## config.mk

```make
export PLATFORM = sky130hd
export DESIGN_NAME = weight_store
export DESIGN_NICKNAME = d
export VERILOG_FILES = /design/src/rtl/weight_store.sv
export SDC_FILE = /design/constraint.sdc
export NUM_CORES = 1
export LEC_CHECK = 0
export ABC_AREA = 1
export BUFFER_PORTS_ARGS = -buffer_cell sky130_fd_sc_hd__clkbuf_2
export CORE_AREA = 4 4 126 128
export CTS_BUF_LIST = sky130_fd_sc_hd__clkbuf_16
export DETAILED_ROUTE_END_ITERATION = 10
export DIE_AREA = 0 0 130 132
export GPL_TIMING_DRIVEN = 0
export PLACE_DENSITY = 0.85
export SLEW_MARGIN = 40
export SYNTH_ARGS = -nofsm -noshare
export SYNTH_HDL_FRONTEND = slang
export SYNTH_SLANG_ARGS = --single-unit
```

## constraint.sdc

```tcl
create_clock -name clk -period 6.6 [get_ports clk]
set_clock_uncertainty 0.2 [all_clocks]
set_input_delay 0.99 -clock clk [delete_from_list [all_inputs] [get_ports clk]]
set_output_delay 0.99 -clock clk [all_outputs]
set_load 0.05 [all_outputs]
```

## src/rtl/weight_store.sv

```systemverilog
`default_nettype none
// ============================================================================
// Module   : weight_store
// Brief    : Weight memory with a fixed-latency read channel, a saturating
//            nibble-wise reward-update engine and a direct load port.
// Revision : 1.0 - initial release
// ============================================================================
module weight_store #(
    parameter int             ADDR_W  = 4,
    parameter int             DW      = 8,
    parameter int             RD_LAT  = 1,
    parameter logic [DW-1:0]  RESET_W = {DW{1'b0}}
) (
    input  logic              clk,
    input  logic              rst,
    input  logic              w_req,
    input  logic [ADDR_W-1:0] w_addr,
    output logic              w_valid,
    output logic [DW-1:0]     w_data,
    input  logic              upd_req,
    input  logic [ADDR_W-1:0] upd_addr,
    input  logic [7:0]        upd_delta,
    output logic              upd_busy,
    output logic              upd_ack,
    output logic              upd_sat,
    input  logic              ld_en,
    input  logic [ADDR_W-1:0] ld_addr,
    input  logic [DW-1:0]     ld_data
);

    localparam int c_DEPTH = 1 << ADDR_W;

    localparam logic [1:0] U_IDLE  = 2'd0;
    localparam logic [1:0] U_CALC  = 2'd1;
    localparam logic [1:0] U_WRITE = 2'd2;
    localparam logic [1:0] U_ACK   = 2'd3;

    logic [DW-1:0]     r_mem [c_DEPTH];
    logic [RD_LAT-1:0] r_vld;
    logic [DW-1:0]     r_dat [RD_LAT];

    logic [1:0]        r_state;
    logic [ADDR_W-1:0] r_addr;
    logic [7:0]        r_delta;
    logic [DW-1:0]     r_result;
    logic              r_calc_sat;
    logic              r_upd_busy;
    logic              r_upd_ack;
    logic              r_upd_sat;

    logic [DW-1:0]     w_old;
    logic [4:0]        w_sum_hi;
    logic [4:0]        w_sum_lo;
    logic              w_ovf_hi;
    logic              w_ovf_lo;
    logic [3:0]        w_new_hi;
    logic [3:0]        w_new_lo;

    // Sign-extended 5-bit sums; a mismatch of the top two bits means the
    // 4-bit range was exceeded and the sign bit tells which rail to clip to.
    always_comb begin
        w_old    = r_mem[r_addr];
        w_sum_hi = {w_old[7], w_old[7:4]} + {r_delta[7], r_delta[7:4]};
        w_sum_lo = {w_old[3], w_old[3:0]} + {r_delta[3], r_delta[3:0]};
        w_ovf_hi = w_sum_hi[4] ^ w_sum_hi[3];
        w_ovf_lo = w_sum_lo[4] ^ w_sum_lo[3];
        w_new_hi = w_ovf_hi ? (w_sum_hi[4] ? 4'h8 : 4'h7) : w_sum_hi[3:0];
        w_new_lo = w_ovf_lo ? (w_sum_lo[4] ? 4'h8 : 4'h7) : w_sum_lo[3:0];
    end

    // Load is written after the update commit so it wins on an address clash.
    always_ff @(posedge clk) begin
        if (rst) begin
            for (int i = 0; i < c_DEPTH; i++) begin
                r_mem[i] <= RESET_W;
            end
        end else begin
            if (r_state == U_WRITE) begin
                r_mem[r_addr] <= r_result;
            end
            if (ld_en) begin
                r_mem[ld_addr] <= ld_data;
            end
        end
    end

    // Each data stage only loads when valid so the output holds between reads.
    always_ff @(posedge clk) begin
        if (rst) begin
            r_vld <= '0;
            for (int i = 0; i < RD_LAT; i++) begin
                r_dat[i] <= '0;
            end
        end else begin
            r_vld[0] <= w_req;
            if (w_req) begin
                r_dat[0] <= r_mem[w_addr];
            end
            for (int i = 1; i < RD_LAT; i++) begin
                r_vld[i] <= r_vld[i-1];
                if (r_vld[i-1]) begin
                    r_dat[i] <= r_dat[i-1];
                end
            end
        end
    end

    always_ff @(posedge clk) begin
        if (rst) begin
            r_state    <= U_IDLE;
            r_addr     <= '0;
            r_delta    <= '0;
            r_result   <= '0;
            r_calc_sat <= 1'b0;
            r_upd_busy <= 1'b0;
            r_upd_ack  <= 1'b0;
            r_upd_sat  <= 1'b0;
        end else begin
            r_upd_ack <= 1'b0;
            r_upd_sat <= 1'b0;
            case (r_state)
                U_IDLE: begin
                    if (upd_req) begin
                        r_addr     <= upd_addr;
                        r_delta    <= upd_delta;
                        r_upd_busy <= 1'b1;
                        r_state    <= U_CALC;
                    end
                end
                U_CALC: begin
                    r_result   <= {w_new_hi, w_new_lo};
                    r_calc_sat <= w_ovf_hi | w_ovf_lo;
                    r_state    <= U_WRITE;
                end
                U_WRITE: begin
                    r_upd_ack <= 1'b1;
                    r_upd_sat <= r_calc_sat;
                    r_state   <= U_ACK;
                end
                U_ACK: begin
                    r_upd_busy <= 1'b0;
                    r_state    <= U_IDLE;
                end
                default: begin
                    r_state <= U_IDLE;
                end
            endcase
        end
    end

    assign w_valid  = r_vld[RD_LAT-1];
    assign w_data   = r_dat[RD_LAT-1];
    assign upd_busy = r_upd_busy;
    assign upd_ack  = r_upd_ack;
    assign upd_sat  = r_upd_sat;

endmodule
`default_nettype wire

```

[Yosys cells after proc, flatten, opt, wreduce, memory -nomap -nowiden]
Memories as Yosys holds them, arrays and structs flattened. A register that Yosys moved wholly into a read port is not among the register bits.
Cells that the tools add are included.
Storage, ports and cells
  register bits after elaboration: 27
  RAM bits: 136
  logic and storage cells: 58
  output and inout bits: 12
  memories: 2
  input bits: 33
Memory list
  r_mem: words 16, width 8, read ports 2, clocked after Yosys merged registers in 1, write ports 16, RTL line 38  | logic [DW-1:0] r_mem [c_DEPTH];
  r_dat: words 1, width 8, read ports 1, clocked after Yosys merged registers in 0, write ports 1, RTL line 40  | logic [DW-1:0] r_dat [RD_LAT];
Operators by class
  add/sub/neg operators: 2
  eq/ne operators: 4
  bitwise operators: 4
  mux-type cells: 29
  reductions and logical operators: 8
Operators by type and width (number)
  $mux 4: 8
  $mux 8: 3
  $reduce_or 8->1: 3
  $mux 1: 15
  $add 4x4->5: 2
  $pmux 2 s4: 1
  $eq 2x2->1 const B: 2
  $reduce_and 2->1: 2
  $eq 2x1->1 const B: 1
  $logic_not 2->1: 1
  $mux 2: 1
  $ne 2x2->1 const B: 1
  $pmux 1 s2: 1
  $reduce_bool 2->1: 1
  $reduce_or 2->1: 1
  $xor 1x1->1: 2
  $not 1->1: 1
  $or 1x1->1: 1

[Longest topological paths before layout]
Gate-level depths: netlist (run 1).
  word-level depth: 6
  gate-level depth with buffers: 17
  depth with buffers taken out: 16

[Least setup slack after synthesis (run 1)]
No wires, ideal clock.
  path kind: input -> register
  from: input port rst
  to: memory r_mem[10][0], enable pin
  arrival: 2002 ps
  library setup time: 376 ps
  required time: 6024 ps
  cell stages on the path: 4
  buffers on the path: 1
  slack: 4022 ps
  cell sequence: buf_2 > nor2_4 > nand3_1 > o211ai_1
RTL lines
  start, declared: RTL line 15  | input logic rst,
  end, declared: RTL line 38

==> results.md, run 1 <==
- Outcome: completed
- DRC viols: 0
- Hpwl dp: 26.6 mm
- Ant diodes: 0
- Worst Path Buf+Inv: 5
- Post-route ant nets: 0
- Root Buffer: clkbuf_16
- DRT iter0 DRCs: between 1,500 and 2,000
- Post-Syn Nets: ~1,200
- Synth area leader: edfxtp_1
- Routed len/inst: around 24 um
- Vias in the first global route: 8,551
- Yosys Warn Count: 0
- Crit path max-delay family: simple AND/OR/NAND/NOR gates
- Starting density of the core: 0.654
- Post-CTS setup buffers: 0
- Leakage: 4.34 nW
- Syn Area/Cell: 8.11 sq um
- CTS tree: yes
- Grt ovf: 0
- Yosys cell types: 28
- Final period util: 0.540
- R2r endpoint: r_result[1]
- Worst setup path class: reg2reg
- Largest net degree at the start of global routing: 17
- Shortest period the worst path allows: around 3.6 ns
- Sw Pwr: around 1.5 mW
- Crit end category: flop
- Max Cap Viol: 0
- CP dominant cell by count: nand3_1
- Drt pass-1 iters: 8
- R2R depth: 16
- Cell Chain, Critical Path: clkbuf_1 -> inv_1 -> clkbuf_1 -> nand3_1 -> nand3_1 -> nand2_1 -> ha_1 -> fa_1 -> nand3_1 -> inv_1 -> nor2_1 -> nand2_1 -> nand3_1 -> nand3_1 -> nand2_1 -> inv_1
- I/O pin count: 45
- Total CTS buffers: 17
- EDFF count, synth: ~140
- Worst setup path end: r_result[1]
- Stages on the worst setup path: 16
- Vias: between 9,000 and 10,000
- Slew @ Worst Pin: roughly 0.88 ns
- Fmax: between 200 and 300 MHz
- Gpl congestion: ~1.1
- Clock transition at the registers of the reported paths: around 0.07 ns
- Hold slack: 0.293 ns
- H-tree depth: 4
- Most frequent cell after synthesis: nand2_1
- Slew Limit Fails: 0
- Ys flop type: edfxtp_1
- Flop2flop setup slack: a little over 3 ns
- Pint: roughly 2.1 mW
- Number of cell rows: 45
- Core area: ~0.015 sq mm
- Max clock buf depth: 2
- Worst path slowest cell: clkbuf_1
- Die height: 132 um
- Area growth from synthesis to layout: 10.1%
- Arr. time, crit path: between 3 and 4 ns
- Dpl cell area: about 0.010 sq mm
- Synth Instances: between 1,000 and 1,500
- Post-cts sizing count: 0
- Commonest cells in the netlist: 209 x nand2_1, 149 x inv_1, 148 x nand3_1
- Clock Power Share: 0.260
- NumNets Final: about 1,300
- Critical path required time: 6.74 ns
- #FFs+latches synth: 167
- Port Buffer Count: 40
- Part of the power in registers: 0.371
- CP max stage delay: 0.50 ns
- Die area: 0.0172 sq mm
- # setup viols final: 0
- DRT Wirelength: 34.7 mm
- Final Hold Vio Count: 0
- Initial antenna violation count: 0
- Via density: 6.62
- Setup TNS Final: 0 ns
- PD cells: roughly 330 mW/mm^2
- Hold-fix buffers, CTS: 0
- Largest cells by area after synthesis: edfxtp_1 42%, o22ai_1 8.2%, nand2_1 8.1%, nand3_1 7.6%, dfxtp_1 6.4%
- Synth top area share: 0.420
- Sequential share of the synthesized area: 0.484
- RSZ-0062 raised after global routing: false
- Worst-Skew Late Latency: between 0.4 and 0.5 ns
- Largest fanout on the critical path: 10
- Sw frac: 0.409
- CTS sink count: between 150 and 200
- Gate power share: 0.369
- Max IR drop VDD: around 310 uV
- Filler instances: ~1,200
- Mapped Area: slightly below 0.01 sq mm
- Final instance area: around 0.011 sq mm
- Async set-reset flop share out of synthesis: 0
- Total GRT Usage: 0.408
- Die W: approximately 130 um
- Min-delay worst type: reg2reg
- First-pass GRT wire length: ~51 mm
- Worst setup SP type: flop
- Normalized max-slew margin: 0.411
- Fraction of layout cells with a size suffix above 1: 0.0992
final cells by class:
| cell class | count | area, sq um | share of cell area |
|---|---|---|---|
| sequential | 167 | 4700 | 0.440 |
| multi-input combinational | 804 | 4130 | 0.386 |
| inverter | 155 | 582 | 0.0544 |
| clock buffer | 17 | 425 | 0.0398 |
| buffer | 72 | 297 | 0.0277 |
| tap | 188 | 235 | 0.0220 |
| timing repair buffer | 40 | 200 | 0.0187 |
| clock inverter | 15 | 119 | 0.0111 |
kinds of logic after synthesis:
logic type | synth area share
flip-flops | 0.484
XOR/XNOR | 0.000902
AND/OR/NAND/NOR | 0.237
AO/OA/AOI/OAI | 0.168
buffers and inverters | 0.0904
adder cells (fa/ha/maj) | 0.0196
worst reg2reg max path, delay by kind of cell, from the launching register on:
kind                       cells  cell delay, ns
and+or+nand+nor                9            1.14
buffers and inverters          5            1.09
DFF                            1            0.34
adders and majority gates      2            0.71
stage by stage:
stage | setup WS, ns | utilization | power (mW) | cells
after floorplan | 4.02 | - | 2.18 | 1198
final | 3.03 | 0.720 | 3.57 | 1458
after global routing | 2.84 | 0.720 | 3.72 | 1458
after CTS | 3.13 | 0.720 | 3.51 | 1458
after detailed placement | 3.15 | 0.683 | 2.61 | 1426
after global placement | 3.20 | 0.683 | 2.58 | 1426
per-layer routing:
metal | vias up | routed length, um | global-route usage
li1 | 4285 | - | -
met1 | 4306 | 12600 | 0.567
met4 | 0 | 1790 | 0.163
met5 | - | 0 | 0
met3 | 156 | 5770 | 0.149
met2 | 905 | 14500 | 0.583
power groups by stage:
| stage | clock (mW) | combinational [mW] | sequential (mW) |
|---|---|---|---|
| after detailed placement | 0 | 1.26 | 1.34 |
| after global routing | 0.967 | 1.42 | 1.33 |
| after floorplan | 0 | 0.844 | 1.34 |
| after global placement | 0 | 1.24 | 1.34 |
| final | 0.929 | 1.32 | 1.33 |
| after CTS | 0.916 | 1.27 | 1.32 |
state kept, by name, indices dropped and copies added, names as in the netlist, 2 cells and up, named ones only:
signal    flops
r_state       2
r_result      8
r_delta       8
r_dat         8
r_mem       128
r_addr        4
worst min-delay path by stage:
stage	start	end	slack (ns)	cells past startpoint
6_report	r_delta[6]	r_delta[6]	0.29	2
3_5_place_dp	r_result[3]	r_result[3]	0.28	2
5_1_grt	r_delta[6]	r_delta[6]	0.32	2
2_1_floorplan	r_result[3]	r_result[3]	0.25	2
3_3_place_gp	r_result[3]	r_result[3]	0.26	2
4_1_cts	r_result[3]	r_result[3]	0.29	2
layout by cell type, fill, tap and decap left out, types with 2 or more instances in the layout:
master	netlist	layout
inv_6	0	5
nand2_2	25	25
a21oi_1	52	52
clkbuf_1	44	44
nand2_4	4	4
clkbuf_2	0	40
nand2_1	209	209
edfxtp_1	136	136
ha_1	12	12
clkinv_1	5	6
nand3b_1	6	6
o22ai_1	128	128
o211ai_1	39	39
o21ai_0	52	52
clkbuf_16	0	17
inv_1	149	150
fa_1	2	2
nor3_4	4	4
clkinv_4	0	2
nor2_1	116	116
inv_8	0	2
clkinvlp_4	0	3
nand3_1	148	148
buf_1	7	7
buf_2	21	21
dfxtp_1	31	31
No activity file was read; power rests on OpenSTA's default activity.
==> run 2: changes to the inputs <==
Settings changed: ABC_AREA 1 to 0, CORE_AREA 4 4 126 128 to 4 4 129 131, DIE_AREA 0 0 130 132 to 0 0 133 135, PLACE_DENSITY 0.85 to 0.79.
Clock period 6.6 ns to 3.4 ns, I/O delays scaled along.
==> run 2 against run 1 <==
  * The run now ends with setup timing left
  * Critical endpoint is now r_calc_sat
  * Critical path type unchanged
  * Via count down 23%
  * Sequential share of layout area down 1.5 points
  * Critical path depth down 5
  * Core utilization down 0.93 points
==> results.md, run 2 <==
- Outcome: finished with violations (was completed)
- Failing checks: setup timing
- Yosys Warn Count: 0 (unchanged)
- Root Buffer: clkbuf_16 (unchanged)
- DRC viols: 0 (unchanged)
- Met1 usage: 0.439 (was 0.567)
- Hold slack: 0.0977 ns (was 0.293 ns)
- Final period util: 1.06 (was 0.540)
- Leakage: 3.88 nW (was 4.34 nW)
- Hold-fix buffers, CTS: 0 (unchanged)
- Non-filler cells, final: 993 (was 1,458)
- Routed len/inst: 30.2 um (was 23.8 um)
- Drt pass-1 iters: 6 (was 8)
- Filler instances: 998 (was 1,159)
- Hpwl dp: 20.8 mm (was 26.6 mm)
- DRT Wirelength: 30.0 mm (was 34.7 mm)
- Worst setup SP type: flop (unchanged)
- Syn Area/Cell: 13.8 sq um (was 8.11 sq um)
- Synth Instances: 685 (was 1,198)
- Slew @ Worst Pin: 0.906 ns (was 0.884 ns)
- Die area: 0.0180 sq mm (was 0.0172 sq mm)
- Async set-reset flop share out of synthesis: 0 (unchanged)
- Gate power share: 0.322 (was 0.369)
- Post-route ant nets: 0 (unchanged)
- CP max stage delay: 0.55 ns (was 0.50 ns)
- PD cells: 582 mW/mm^2 (was 334 mW/mm^2)
- Biggest register: r_mem (unchanged)
- Starting density of the core: 0.607 (was 0.654)
- Placed cells: 941 (was 1,426)
- Via density: 7.50 (was 6.62)
- Register Area: 0.00471 sq mm (was 0.00470 sq mm)
- H-tree depth: 4 (unchanged)
- Core area: 0.0156 sq mm (was 0.0149 sq mm)
- CP dominant cell by count: mux4_2 (was nand3_1)
- NumNets Final: 811 (was 1,304)
- Post-Syn Nets: 732 (was 1,245)
- Slew Limit Fails: 0 (unchanged)
- Sw frac: 0.338 (was 0.409)
- RSZ-0062 raised after global routing: true (was false)
- Vias in the first global route: 7,221 (was 8,551)
- Final Hold Vio Count: 0 (unchanged)
- Final instance area: 0.0111 sq mm (was 0.0107 sq mm)
- Fmax: 278 MHz (was 280 MHz)
- Most frequent cells in the layout: 136 x edfxtp_1, 128 x a22o_1, 72 x mux4_2 (was 209 x nand2_1, 150 x inv_1, 148 x nand3_1)
- Area growth from synthesis to layout: 17.0% (was 10.1%)
- Worst setup path class: reg2reg (unchanged)
- Max IR drop VDD: 457 uV (was 310 uV)
- Arr. time, crit path: 3.67 ns (was 3.71 ns)
- Part of the power in registers: 0.392 (was 0.371)
- Cell Chain, Critical Path: clkbuf_16 -> buf_12 -> mux4_2 -> mux4_2 -> ha_4 -> fa_2 -> a221o_1 -> a21o_4 -> buf_6 -> a21oi_4 -> a311oi_2 (was clkbuf_1 -> inv_1 -> clkbuf_1 -> nand3_1 -> nand3_1 -> nand2_1 -> ha_1 -> fa_1 -> nand3_1 -> inv_1 -> nor2_1 -> nand2_1 -> nand3_1 -> nand3_1 -> nand2_1 -> inv_1)
- Die height: 135 um (was 132 um)
- Normalized max-slew margin: 0.393 (was 0.411)
- Yosys cell types: 58 (was 28)
- # setup viols final: 7 (was 0)
- Ant diodes: 0 (unchanged)
- Number of cell rows: 46 (was 45)
- Most common cell after layout, fill and taps aside: edfxtp_1 (was nand2_1)
- Clock Power Share: 0.286 (was 0.260)
- Largest fanout on the critical path: 5 (was 10)
- R2R depth: 11 (was 16)
- Synth area leader: edfxtp_1 (unchanged)
- Dpl cell area: 0.0101 sq mm (was 0.0102 sq mm)
- Worst-Skew Late Latency: 0.44 ns (about the same)
- CTS tree: yes (unchanged)
- I/O pin count: 45 (unchanged)
- Total CTS buffers: 17 (unchanged)
- Fraction of layout cells with a size suffix above 1: 0.333 (was 0.0992)
- Largest net degree at the start of global routing: 17 (unchanged)
- Mapped Area: 0.00947 sq mm (was 0.00972 sq mm)
- Commonest cells in the netlist: 136 x edfxtp_1, 128 x a22o_1, 72 x mux4_2 (was 209 x nand2_1, 149 x inv_1, 148 x nand3_1)
- Worst path slowest cell: mux4_2 (was clkbuf_1)
- EDFF count, synth: 136 (unchanged)
- Met2 usage: 0.540 (was 0.583)
- Grt met3 use: 0.0771 (was 0.149)
- Max Cap Viol: 0 (unchanged)
- Hold Path Depth: 3 (was 2)
- Vias: 7,450 (was 9,652)
- CTS sink count: 167 (unchanged)
- Busiest grt layer: met2 (unchanged)
- DRT iter0 DRCs: 1,346 (was 1,748)
- Max clock buf depth: 2 (unchanged)
- Largest cells by area after synthesis: edfxtp_1 43%, mux4_2 17%, a22o_1 12%, dfxtp_1 6.6%, mux2i_1 1.8% (was edfxtp_1 42%, o22ai_1 8.2%, nand2_1 8.1%, nand3_1 7.6%, dfxtp_1 6.4%)
- Area taken by multi-input logic gates: 0.00472 sq mm (was 0.00413 sq mm)
- #FFs+latches synth: 167 (unchanged)
- Critical path required time: 3.48 ns (was 6.74 ns)
- First-pass GRT wire length: 44.0 mm (was 51.5 mm)
- Max FFs per register: 128 (unchanged)
- Sw Pwr: 2.18 mW (was 1.46 mW)
- Shortest period the worst path allows: 3.59 ns (was 3.57 ns)
- Most frequent cell after synthesis: edfxtp_1 (was nand2_1)
- Gpl congestion: 0.989 (was 1.09)
- Min-delay worst type: in2reg (was reg2reg)
- Die W: 133 um (was 130 um)
- Grt ovf: 0 (unchanged)
- Clock transition at the registers of the reported paths: 0.06 ns (was 0.07 ns)
- Synth top area share: 0.431 (was 0.420)
- Pint: 4.27 mW (was 2.11 mW)
- Initial antenna violation count: 1 (was 0)
- Sequential share of the synthesized area: 0.497 (was 0.484)
- Port Buffer Count: 32 (was 40)
- Ys flop type: edfxtp_1 (unchanged)
- Total GRT Usage: 0.337 (was 0.408)
- Crit end category: flop (unchanged)
- Worst setup margin: -0.193 ns (was 3.03 ns)
-- run 2: cell type report --
type	count	area share
buffer	72	0.0348
clock inverter	12	0.00519
timing repair buffer	61	0.0383
inverter	5	0.00169
multi-input combinational	440	0.426
tap	216	0.0244
sequential	167	0.425
clock buffer	20	0.0452
-- run 2: power by group through the flow --
stage	sequential, mW	clock [mW]	combinational, mW
final	2.52	1.84	2.08
after global routing	2.54	1.91	2.17
after CTS	2.52	1.83	1.96
after detailed placement	2.55	0	1.73
after global placement	2.54	0	1.65
after floorplan	2.56	0	1.21
-- run 2: worst paths after layout --
path,endpoint,slack (ns),startpoint
max,r_calc_sat,-0.19,flop
min,r_delta[6],0.1,upd_delta[6]
max reg2reg,r_calc_sat,-0.19,flop
min reg2reg,r_delta[6],0.27,r_delta[6]
-- run 2: routing by layer --
| layer | part of all wire | wire, um |
|---|---|---|
| met1 | 0.34 | 10300 |
| met3 | 0.13 | 3910 |
| met2 | 0.48 | 14300 |
| met5 | 0.00043 | 13 |
| met4 | 0.049 | 1460 |
-- run 2: repair_timing --
item | CTS | global route
cloned | 0 | 0
pin swaps | 27 | 13
setup endpoints to repair | 9 | 8
gates resized for setup | 48 | 9
setup buffers | 17 | 6
-- run 2: worst max-delay path, delay by kind of cell, from the launching register on --
| family | cells | cell delay (ns) |
|---|---|---|
| adder cells (fa/ha/maj) | 2 | 0.54 |
| flip-flops | 1 | 0.33 |
| multiplexers | 2 | 1.09 |
| AO/OA/AOI/OAI | 4 | 0.88 |
| buffers and inverters | 3 | 0.38 |
-- run 2: kinds of logic after synthesis --
group | after synthesis | synth area share
DFF | 167 | 0.497
xor gates and xnor gates | 1 | 0.000925
and+or+nand+nor | 138 | 0.0934
buffers and inverters | 78 | 0.0338
adders and majority gates | 14 | 0.0201
muxes | 89 | 0.189
AOI/OAI and AO/OA | 198 | 0.166
-- run 2: per-stage QoR --
stage	utilization	total power, mW	setup slack [ns]	TNS, ns
6_report	0.710	6.44	-0.193	-0.946
5_1_grt	0.710	6.62	-0.235	-1.52
4_1_cts	0.704	6.30	-0.238	-1.27
3_5_place_dp	0.645	4.28	-0.690	-4.59
3_3_place_gp	0.639	4.19	-0.573	-5.90
2_1_floorplan	-	3.77	0.00308	0
